## src/rtl/parity_stream_unit.sv

```systemverilog
// Streaming per-group parity generator/checker with saturating error counter.
// Define PARITY_PIPE_EN for a two-stage pipeline (latency 2); the default build is single-stage.
module parity_stream_unit #(
  parameter int unsigned DATA_W  = 16,
  parameter int unsigned GROUP_W = 8,
  parameter int unsigned CNT_W   = 8
) (
  input  logic                        clk,
  input  logic                        rst_n,
  input  logic                        i_mode_odd,
  input  logic                        i_chk_en,
  input  logic                        i_in_valid,
  output logic                        o_in_ready,
  input  logic [DATA_W-1:0]           i_in_data,
  input  logic [DATA_W/GROUP_W-1:0]   i_in_par,
  output logic                        o_out_valid,
  input  logic                        i_out_ready,
  output logic [DATA_W-1:0]           o_out_data,
  output logic [DATA_W/GROUP_W-1:0]   o_out_par,
  output logic [DATA_W/GROUP_W-1:0]   o_out_err,
  output logic [CNT_W-1:0]            o_err_cnt,
  output logic                        o_err_sticky,
  input  logic                        i_err_clr
);

  localparam int unsigned NG = DATA_W / GROUP_W;
  localparam logic [CNT_W-1:0] CNT_MAX = '1;

  logic              w_in_ready;
  logic              w_out_xfer;
  logic [NG-1:0]     w_grp_xor;
  logic [NG-1:0]     w_par;
  logic [NG-1:0]     w_err;

  logic              r_out_valid;
  logic [DATA_W-1:0] r_out_data;
  logic [NG-1:0]     r_out_par;
  logic [NG-1:0]     r_out_err;
  logic [CNT_W-1:0]  r_err_cnt;
  logic              r_err_sticky;

  // Ready depends only on the output register, so a stall never loops back through in_valid.
  assign w_in_ready = !r_out_valid || i_out_ready;
  assign w_out_xfer = r_out_valid && i_out_ready;

  always_comb begin
    w_grp_xor = '0;
    for (int unsigned g = 0; g < NG; g++) begin
      w_grp_xor[g] = ^i_in_data[g*GROUP_W +: GROUP_W];
    end
  end

`ifdef PARITY_PIPE_EN
  logic              r_s1_valid;
  logic [DATA_W-1:0] r_s1_data;
  logic [NG-1:0]     r_s1_xor;
  logic [NG-1:0]     r_s1_in_par;
  logic              r_s1_mode_odd;
  logic              r_s1_chk_en;

  always_comb begin
    w_par = r_s1_xor ^ {NG{r_s1_mode_odd}};
    w_err = r_s1_chk_en ? (w_par ^ r_s1_in_par) : '0;
  end

  // Global stall: both stages move together whenever the output can advance.
  always_ff @(posedge clk or negedge rst_n) begin
    if (!rst_n) begin
      r_s1_valid    <= 1'b0;
      r_s1_data     <= '0;
      r_s1_xor      <= '0;
      r_s1_in_par   <= '0;
      r_s1_mode_odd <= 1'b0;
      r_s1_chk_en   <= 1'b0;
      r_out_valid   <= 1'b0;
      r_out_data    <= '0;
      r_out_par     <= '0;
      r_out_err     <= '0;
    end else if (w_in_ready) begin
      r_s1_valid  <= i_in_valid;
      r_out_valid <= r_s1_valid;
      if (i_in_valid) begin
        r_s1_data     <= i_in_data;
        r_s1_xor      <= w_grp_xor;
        r_s1_in_par   <= i_in_par;
        r_s1_mode_odd <= i_mode_odd;
        r_s1_chk_en   <= i_chk_en;
      end
      if (r_s1_valid) begin
        r_out_data <= r_s1_data;
        r_out_par  <= w_par;
        r_out_err  <= w_err;
      end
    end
  end
`else
  always_comb begin
    w_par = w_grp_xor ^ {NG{i_mode_odd}};
    w_err = i_chk_en ? (w_par ^ i_in_par) : '0;
  end

  // Payload loads only on accept so idle-cycle input values never reach state.
  always_ff @(posedge clk or negedge rst_n) begin
    if (!rst_n) begin
      r_out_valid <= 1'b0;
      r_out_data  <= '0;
      r_out_par   <= '0;
      r_out_err   <= '0;
    end else if (w_in_ready) begin
      r_out_valid <= i_in_valid;
      if (i_in_valid) begin
        r_out_data <= i_in_data;
        r_out_par  <= w_par;
        r_out_err  <= w_err;
      end
    end
  end
`endif

  // Errors are counted as words leave; a clear on the same edge takes priority.
  always_ff @(posedge clk or negedge rst_n) begin
    if (!rst_n) begin
      r_err_cnt    <= '0;
      r_err_sticky <= 1'b0;
    end else if (i_err_clr) begin
      r_err_cnt    <= '0;
      r_err_sticky <= 1'b0;
    end else if (w_out_xfer && (|r_out_err)) begin
      r_err_sticky <= 1'b1;
      if (r_err_cnt != CNT_MAX) begin
        r_err_cnt <= r_err_cnt + CNT_W'(1);
      end
    end
  end

  assign o_in_ready   = w_in_ready;
  assign o_out_valid  = r_out_valid;
  assign o_out_data   = r_out_data;
  assign o_out_par    = r_out_par;
  assign o_out_err    = r_out_err;
  assign o_err_cnt    = r_err_cnt;
  assign o_err_sticky = r_err_sticky;

endmodule
```

## config.mk

```make
export PLATFORM = sky130hd
export DESIGN_NAME = parity_stream_unit
export DESIGN_NICKNAME = d
export VERILOG_FILES = /design/src/rtl/parity_stream_unit.sv
export SDC_FILE = /design/constraint.sdc
export NUM_CORES = 1
export LEC_CHECK = 0
export BUFFER_PORTS_ARGS = -buffer_cell sky130_fd_sc_hd__buf_2
export CAP_MARGIN = 10
export CORE_ASPECT_RATIO = 1.4
export CORE_MARGIN = 2
export CORE_UTILIZATION = 47
export CTS_CLUSTER_SIZE = 24
export DETAILED_ROUTE_END_ITERATION = 10
export HOLD_SLACK_MARGIN = 0.1
export PLACE_DENSITY = 0.85
export RECOVER_POWER = 100
export SETUP_SLACK_MARGIN = 0.4
export SYNTH_ARGS = -nofsm -noshare
export SYNTH_HDL_FRONTEND = slang
export SYNTH_SLANG_ARGS = --single-unit
```

## constraint.sdc

```tcl
create_clock -name clk -period 1.7 [get_ports clk]
set_input_delay 0.34 -clock clk [delete_from_list [all_inputs] [get_ports clk]]
set_output_delay 0.34 -clock clk [all_outputs]
set_load 0.1 [all_outputs]
```

## After elaboration in Yosys (flattened, before gate mapping)

Cells that the tools add are included.

| word-level totals | value |
|---|---|
| input bits | 25 |
| register bits after elaboration | 30 |
| output and inout bits | 31 |

| operators by class | value |
|---|---|
| equal/unequal tests | 1 |
| $add $sub $neg | 1 |
| reduce and logical (&&, ||, !) cells | 11 |
| bitwise gates (word level) | 2 |
| mux-type cells | 6 |

Operators with widths:

| operator | number |
|---|---|
| 8-bit 2-to-1 mux | 3 |
| 8-bit XOR reduction | 2 |
| 8-bit by 1-bit adder with 8-bit output (second input constant) | 1 |
| 8-bit != test (second input constant) | 1 |
| 2-bit AND reduction | 2 |
| 2-bit nonzero test | 2 |
| 2-bit XOR | 2 |
| 1-bit logical AND | 2 |
| 1-bit 2-to-1 mux | 2 |
| 2-bit 2-to-1 mux | 1 |
| 2-bit OR reduction | 1 |
| 1-bit zero test | 1 |
| 1-bit logical OR | 1 |

## Logic depth before layout (Yosys ltp)

Gate-level depths: netlist (run 1).

| depth | value |
|---|---|
| word-level depth | 4 |
| gate-level depth with buffers | 5 |
| mapped depth without buffers | 5 |

## Worst setup path before layout (run 1)

OpenSTA, ideal clock, no wires.

| timing path | value |
|---|---|
| path kind | reg-to-reg |
| from | reg r_out_valid (netlist: o_out_valid) |
| to | reg r_out_data[10] (netlist: o_out_data[10]) |
| clock period less this slack | 2.845 ns |
| stages on the path, launching flop included | 5 |
| slack | -1.145 ns |
| library setup time | 0.126 ns |
| data arrival time | 2.719 ns |
| required time | 1.574 ns |
| path through | dfrtp_1 > nand2b_1 > nand2_1 > buf_2 > mux2_2 |

| between the ends | value |
|---|---|
| word-level cells in the longest chain between the ends | 3 |

Ends and longest elaborated chain:

| what | RTL line | text |
|---|---|---|
| from (decl) | 35 | `logic r_out_valid;` |
| from (signal assigned) | 110 | `r_out_valid <= i_in_valid;` |
| 1-bit zero test | 43 | `assign w_in_ready = !r_out_valid \|\| i_out_ready;` |
| 1-bit logical OR | 43 |  |
| net o_in_ready | 13 | `output logic o_in_ready,` |
| 2-bit AND reduction (no source line) | - |  |
| to (signal assigned) | 112 | `r_out_data <= i_in_data;` |
| to (decl) | 36 | `logic [DATA_W-1:0] r_out_data;` |

The timed path passes the listed nets, and every way through them passes these cells.
A chain may end at the register's enable or synchronous reset.

## Worst setup path after layout (run 1)

| timing path | value |
|---|---|
| from | reg r_out_valid (netlist: o_out_valid) |
| to | reg r_out_data[11] (netlist: o_out_data[11]) |

| between the ends | value |
|---|---|
| word-level cells in the longest chain between the ends | 3 |

Ends and longest elaborated chain:

| what | RTL line |
|---|---|
| 1-bit zero test | 43 |
| 1-bit logical OR | 43 |
| 2-bit AND reduction (no source line) | - |

No other way between the ends.

==> impl_summary.md, run 1 <==
Worst setup path
The startpoint class of the critical path is a register. The signal on the critical path passes through nand2b_1 > clkbuf_4 > buf_8 > nand2_8 > mux2_1. The highest fanout seen on the critical path is 5. The setup path with the least slack is of type reg -> reg. STA classifies the critical path endpoint as a register.

Data on the critical path is required at its endpoint by between 1.5 and 2 ns. The largest stage delay on the critical path is 0.49 ns. At the worst endpoint, the arrival time is 1.65 ns.

The slowest stage of the critical path belongs to the cell dfrtp_4.

Clock tree
The clock root buffer is clkbuf_8. The buffer levels on the longest clock path is 2. For this design, the sink count on the clock tree is 30.

Clock-pin slew was measured on the worst setup and hold paths at 0.07 ns. The clock insertion delay at the later pin of the skew report is 0.28 ns. The count of H-tree levels built during CTS is 2. Buffers inserted to repair hold after CTS numbered 0.

The number of CTS-inserted buffers is 5. TritonCTS built the clock tree.

Synth
Of the total synthesized cell area, the portion taken by AND, OR, NAND and NOR gates is 8.53%. Averaged over all synthesized cells, the footprint is 12.9 um^2. The number of cells produced by synthesis is 110. After synthesis, the largest family of logic cells by area is XOR/XNOR gates.

Yosys printed 0 warnings. The number of synthesized register bits is 30. The cell area after synthesis is 1420 um^2. Among all flip-flop cells after synthesis, the most frequent one is dfrtp_1. The sequential-to-total area share from yosys stat is between 50 and 60%. The number of distinct library cell variants in the gate-level netlist after synthesis is 24.

The fraction of synthesized cell area in xor and xnor cells is 18.2%. The fraction of registers with async set/reset is 100%. The net count after synthesis is 136. Multiplexer cells account for 13.4% of the synthesized area. The arithmetic-cell share of the synthesized area counting full adders, half adders and majority gates is 0.880%. Summing the areas of all compound-gate instances in the mapped netlist gives around 5.3% of the synthesized area. The number of enable flip-flop cells after synthesis is 0.

STA
The minimum period implied by the final worst setup slack is 1.50 ns. The worst pin sits at a relative slew slack of 51.1%. The max-slew violation count was 0.

The actual transition at the worst max-transition pin is 0.734 ns. The final critical-path share of the clock period is roughly nine tenths. For the final database, setup skew stands at 0.00834 ns. The number of endpoints with negative hold slack in the final report is 0. Static timing analysis puts the maximum clock frequency at about 0.67 GHz.

The setup-violating endpoint count in the final report is 0. The final setup TNS is 0 ns. Setup repair after global routing could not meet its margin everywhere.

Die
The number of ports placed on the die boundary is 56. In this run the core area contains 23 standard-cell rows. The die area is 3490 um^2. The effective utilization at floorplan is 49.4%. Measured along the y axis, the die boundary spans approximately 69 um. The die outline width is a little over 50 um. The area inside the core boundary is ~2900 um^2.

Finish
The number of nets in the layout is ~210. The antenna cell count is 0. The core utilization of the finished layout is 73.2%. The library cell used most frequently in the layout, excluding fill and tap cells, is buf_2. The area used by sequential logic in the layout is 783 um^2. The top cell types in the final layout, fill and taps aside, are buf_2, clkbuf_2, dfrtp_1. The post-route netlist has 58.8% of its cells at a drive strength greater than 1. In the final layout, the multi-input gates occupy ~760 um^2. The count of cells in the finished layout, fillers not included, comes to ~220.

The number of inserted filler cells in the final layout is 200. The layout overhead on the synthesized area is 48.0%.

Global routing
Entering global routing, the biggest net connects 31 pins. For this run the aggregate overflow at the end of global routing stands at 0. The via count of the first global-routing pass is 1257. The number of antenna violations at the first check in global routing came to 0. The global-route wire length before repair is around 5.9 mm.

For this run, the total global-route usage over all layers was measured as about 22%.

Pwr
The overall power of the completed layout is 0.00279 W. VDD sags by at most 936 uV. The total power density per cell area is 1330 nW/um^2. Summed over all cells, the static leakage comes to 1.02 nW.

Routing
After detailed routing, the number of remaining DRC violations is 0. The vias per cell is 5.17. The post-route antenna net violation count is 0. The number of vias after detailed routing is 1132. The wire length per cell is 17.1 um. The first-pass iteration count of the detailed router is 4. In this run, the number of DRC markers left after iteration 0 of detailed routing was 20.

Summed over all layers, the routed wires come to 3.74 mm.

Placement
In this run, placement finished with an instance count of 199. At the end of routability-driven placement, the weighted congestion stood at 0.777. During placement, the flow inserted port buffers numbering 55. Summed over all nets, the half-perimeter wirelength after detailed placement is 2.35 mm.

Run
Max-cap violations in this run came to 0.

Worst hold path
The class of the tightest hold or removal check is in -> async.

Outcome
The flow ran to the end, and the final reports show no timing, DRC or antenna violations.
-- registers in the layout, summed over array words and instances (netlist names) --
| name | cells |
|---|---|
| o_out_data | 16 |
| o_err_cnt | 8 |
| o_out_err | 2 |
| o_out_par | 2 |
| o_err_sticky | 1 |
| o_out_valid | 1 |
-- report_power, final --
part	total, W	switching [W]	internal, W
sequential	0.000894	0.0000715	0.000822
combinational	0.00123	0.000949	0.000285
clock	0.000664	0.000256	0.000408
-- timing repair --
item,in CTS,in global routing
setup endpoints to repair,40,43
cloned,0,2
pin swaps,4,11
buffers inserted,8,2
resized for setup,61,22
-- through the flow --
step	cell area, um^2	setup slack, ns	hold WS (ns)
4_1_cts	2210	0.293	0.106
5_1_grt	2110	0.162	0.184
6_report	2110	0.204	0.116
3_3_place_gp	1840	0.114	0.398
2_1_floorplan	1540	0.0631	0.0444
3_5_place_dp	1840	0.101	0.409
-- worst max-delay path, delay by kind of cell, from the launching register on --
kind | cells | cell delay, ns
buf+inv | 2 | 0.32
flops | 1 | 0.49
mux | 1 | 0.33
simple gates | 2 | 0.25
-- kinds of logic (layout without fill, tap and decap cells) --
group,after synthesis,in the layout
flops,30,30
simple gates,25,27
buf+inv,3,73
compound gates,11,11
xor+xnor,23,23
fa+ha+maj,1,1
mux,17,17
-- layer usage --
metal  track usage, %  wire length, um  up-vias
met5                0                0        -
met3             5.84              147        4
met2             40.6             2130       44
li1                 -                -      527
met4             7.51               21        0
met1             24.2             1440      557
-- final cells by class --
cell class / count / share of cell area [%]
clock buffers: 8 / 5.23
multi-input cells: 79 / 35.9
flip-flops and latches: 30 / 37.2
well taps: 37 / 2.20
repair buffers: 65 / 19.5
-- worst paths after layout --
kind	endpoint	depth (start not counted)	slack (ns)	from
min in group clk	o_out_data[2]$_DFFE_PN0P_	2	0.30	i_in_data[2]
setup / recovery	o_out_data[11]$_DFFE_PN0P_	5	0.20	o_out_valid$_DFFE_PN0N_
setup reg to reg	o_out_data[11]$_DFFE_PN0P_	5	0.20	o_out_valid$_DFFE_PN0N_
hold / removal	o_out_err[1]$_DFFE_PN0P_	1	0.12	rst_n
max in group asynchronous	o_err_cnt[0]$_DFFE_PN0P_	1	1.04	rst_n
hold reg to reg	o_out_data[12]$_DFFE_PN0P_	1	0.50	o_out_data[12]$_DFFE_PN0P_
-- cells in the mapped netlist (2+ instances only) --
library cell,number,share of area (%)
and3_1,2,0.88
buf_2,2,0.70
dfrtp_1,30,53
mux2_2,16,13
nand2_1,5,1.3
nand2b_1,2,0.88
nand3_1,2,0.70
nor2_1,10,2.6
o2111ai_1,2,1.2
o211ai_1,3,1.6
o21ai_0,3,1.1
o21ai_1,2,0.70
xnor2_1,8,4.9
xnor3_1,2,3.2
xnor3_2,2,3.3
xor2_1,11,6.8
No activity file was read; power rests on OpenSTA's default activity.
==> inputs of run 2 (changes only) <==
--- a/config.mk
+++ b/config.mk
@@ -14,7 +14,6 @@
 export DETAILED_ROUTE_END_ITERATION = 10
 export HOLD_SLACK_MARGIN = 0.1
 export PLACE_DENSITY = 0.85
-export RECOVER_POWER = 100
 export SETUP_SLACK_MARGIN = 0.4
 export SYNTH_ARGS = -nofsm -noshare
 export SYNTH_HDL_FRONTEND = slang
==> run 2 against run 1 <==
Net effect: setup slack improved by 0.094 ns; power increased by 5.5%; via count decreased by 0.71%; count of clock-buffer cells in the layout unchanged; combinational power increased by 11%.
==> impl_summary.md, run 2 (synthesized netlist as in run 1, its figures left out) <==
STA
The max-slew violation count is 0 (unchanged). The minimum period implied by the final worst setup slack is 1.40 ns (-0.0938 ns). The final critical-path share of the clock period came to 82.5% (-5.5 points). The max-slew headroom at the worst pin is 56.6% (+5.5 points). The setup-violating endpoint count in the final report is 0 (unchanged). The final setup TNS came to 0 ns (unchanged). Setup repair after global routing could not meet its margin everywhere. The actual transition at the worst max-transition pin is 0.651 ns (-0.0829 ns). The achievable clock frequency came to 0.713 GHz (+6.7%). The number of endpoints with negative hold slack in the final report is 0 (unchanged). The final clock skew was 0.00693 ns (-0.00141 ns).

Die
The area inside the core boundary came to 2880 um^2 (unchanged). The die outline width was 50.5 um (unchanged). The number of ports placed on the die boundary is 56 (unchanged). The effective utilization at floorplan is 49.4% (unchanged). The overall die height is 69.1 um (unchanged). The die area is 3490 um^2 (unchanged). The row count was 23 (unchanged).

Worst setup path
The critical path in this run is classified as reg -> out. The signal on the critical path passes through nand2b_4 > buf_12. The slowest stage of the critical path is the dfrtp_4 cell. The required time at the endpoint of the critical path is 1.36 ns (-0.49 ns).

The setup slack on the worst flop-to-flop path is 0.32 ns (+0.12 ns). The largest stage delay on the critical path was 0.51 ns (+0.02 ns). The source of the critical timing path is o_out_valid$_DFFE_PN0N_. The worst register-to-register path begins at o_out_valid$_DFFE_PN0N_. STA classifies the critical path endpoint as a primary output. The startpoint class of the critical path is a register. The highest fanout seen on the critical path was 3 (-2). The data arrival time of the critical path is 1.06 ns (-0.59 ns).

Pwr
The portion of total power attributed to combinational logic is 46.6% (+2.4 points). The maximum resistive drop on vdd is 971 uV (+3.7%). The switching power summed over all nets came to 0.00130 W (+1.6%). The total power density per cell area is 1250 nW/um^2 (-5.5%). The internal power is 0.00165 W (+8.8%). The static leakage is 1.07 nW (+5.8%). The portion of total power attributed to sequential cells came to 31.0% (-1.0 points).

The switching part of the total power came to 44.0% (-1.7 points). The proportion of power drawn by the clock network came to 22.4% (-1.4 points).

Finish
The number of nets in the layout is 207 (unchanged). The library cells used most frequently in the layout, excluding fill and tap cells, are buf_2, dfrtp_1, buf_4. Relative to the synthesized area, the layout overhead comes to 65.2%. The design area came to 2350 um^2 (+12%). The fraction of layout instances using a drive strength above 1 is 63.2% (+4.4 points). The antenna cell count came to 0 (unchanged).

The number of flip-flops under the largest register name is 16 (unchanged). The commonest non-fill, non-tap cell in the layout is buf_2. The post-layout instance count excluding filler cells is 219 (unchanged).

Routing
The wire length per cell came to 16.9 um (-0.80%). The post-route antenna net violation count is 0 (unchanged). The first-pass iteration count of the detailed router was 4 (unchanged). The detailed-route DRC error count is 0 (unchanged). The wire length after detailed routing is 3.71 mm (-0.80%).

The vias per cell is 5.13 (-0.71%). The number of violations reported at the end of detailed-routing iteration 0 is 23 (+15%). The number of vias after detailed routing was 1124 (-0.71%).

Global routing
The global-route wire length before repair is 5.95 mm (unchanged). The number of antenna violations at the first check in global routing is 0 (unchanged). The via count of the first global-routing pass is 1257 (unchanged). The global-route total usage across every layer was 22.3% (unchanged).

The fraction of met3 tracks used by global routing is 5.84% (unchanged). After global routing, the most crowded layer is met2. The global routing usage on met1 is 24.2% (unchanged).

The met2 usage in global routing came to 40.6% (unchanged). The maximum number of pins on one net before global-route repair was 31 (unchanged). The aggregate global routing overflow is 0 (unchanged).

Clock tree
The clock sink total came to 30 (unchanged). The total of hold buffers inserted after clock tree synthesis was 0 (unchanged). The clock insertion delay at the later pin of the skew report is 0.28 ns (about the same). The register clock-pin slew on the reported worst setup and hold paths is 0.06 ns (about the same). The count of H-tree levels built during CTS is 2 (unchanged).

The clock tree from TritonCTS is yes. The number of CTS-inserted buffers came to 5 (unchanged). The clock root buffer is clkbuf_8. The buffer levels on the longest clock path is 2 (unchanged).

Outcome
The run finished with clean final reports.

Placement
The total half-perimeter wirelength after legalization and detailed placement is 2.35 mm (unchanged). The count of input and output buffers is 55 (unchanged). The post-placement cell area is 1840 um^2 (unchanged). The routability-driven placement congestion ratio came to 0.777 (unchanged). The number of instances in the placed design is 199 (unchanged).

Worst hold path
The worst hold path belongs to the class in -> async.

Run
The max capacitance violation total is 0 (unchanged).
-- run 2: cell count changes in the layout (fill, tap and decap cells not counted), moves of 5 or more --
cell / delta
buf_6: +8
buf_4: +13
buf_2: -5
clkbuf_2: -22
buf_12: +7
-- run 2: power groups by stage --
| stage | Sequential [W] | Clock, W | Combinational, W |
|---|---|---|---|
| final | 0.000913 | 0.000660 | 0.00137 |
| after detailed placement | 0.000899 | 0 | 0.00119 |
| after global routing | 0.000925 | 0.000711 | 0.00142 |
| after global placement | 0.000891 | 0 | 0.00117 |
| after CTS | 0.000901 | 0.000677 | 0.00130 |
| after floorplan | 0.00161 | 0 | 0.000274 |
-- run 2: area by class of cell --
cell class	count	area (um^2)
clock buffer	8	110
fill	158	528
multi-input combinational	79	798
sequential	30	785
tap	37	46.3
timing repair buffer	65	611
-- run 2: what timing repair did --
item	CTS	global route
setup endpoints to repair	40	43
pin swaps	4	11
gates cloned	0	2
gates resized for setup	61	22
buffers inserted	8	2
-- run 2: worst paths after layout --
check | endpoint | depth (start not counted)
max reg2reg | o_out_data[5]$_DFFE_PN0P_ | 5
min in group clk | o_out_data[2]$_DFFE_PN0P_ | 2
max | o_in_ready | 2
min | o_out_data[15]$_DFFE_PN0P_ | 1
max in group asynchronous | o_err_cnt[0]$_DFFE_PN0P_ | 1
min reg2reg | o_out_data[3]$_DFFE_PN0P_ | 1
-- run 2: per-stage QoR --
step / hold slack (ns) / power, W / setup slack, ns / utilization, %
4_1_cts: 0.106 / 0.00288 / 0.293 / 76.8
3_5_place_dp: 0.409 / 0.00209 / 0.101 / 63.8
5_1_grt: 0.152 / 0.00305 / 0.271 / 81.7
6_report: 0.0907 / 0.00295 / 0.297 / 81.7
3_3_place_gp: 0.398 / 0.00207 / 0.114 / 63.8
2_1_floorplan: 0.0444 / 0.00189 / 0.0631 / -
-- run 2: critical path: cells and delay by family (launching register included) --
kind,cells,cell delay (ns)
AND/OR/NAND/NOR,1,0.10
buffers and inverters,1,0.17
flip-flops,1,0.51
-- run 2: metal layers --
layer	wire (um)	up-vias	part of all wire [%]
li1	-	525	-
met1	1380	549	37
met2	2130	44	57
met3	163	6	4.4
met4	32	0	0.86
met5	0	-	0
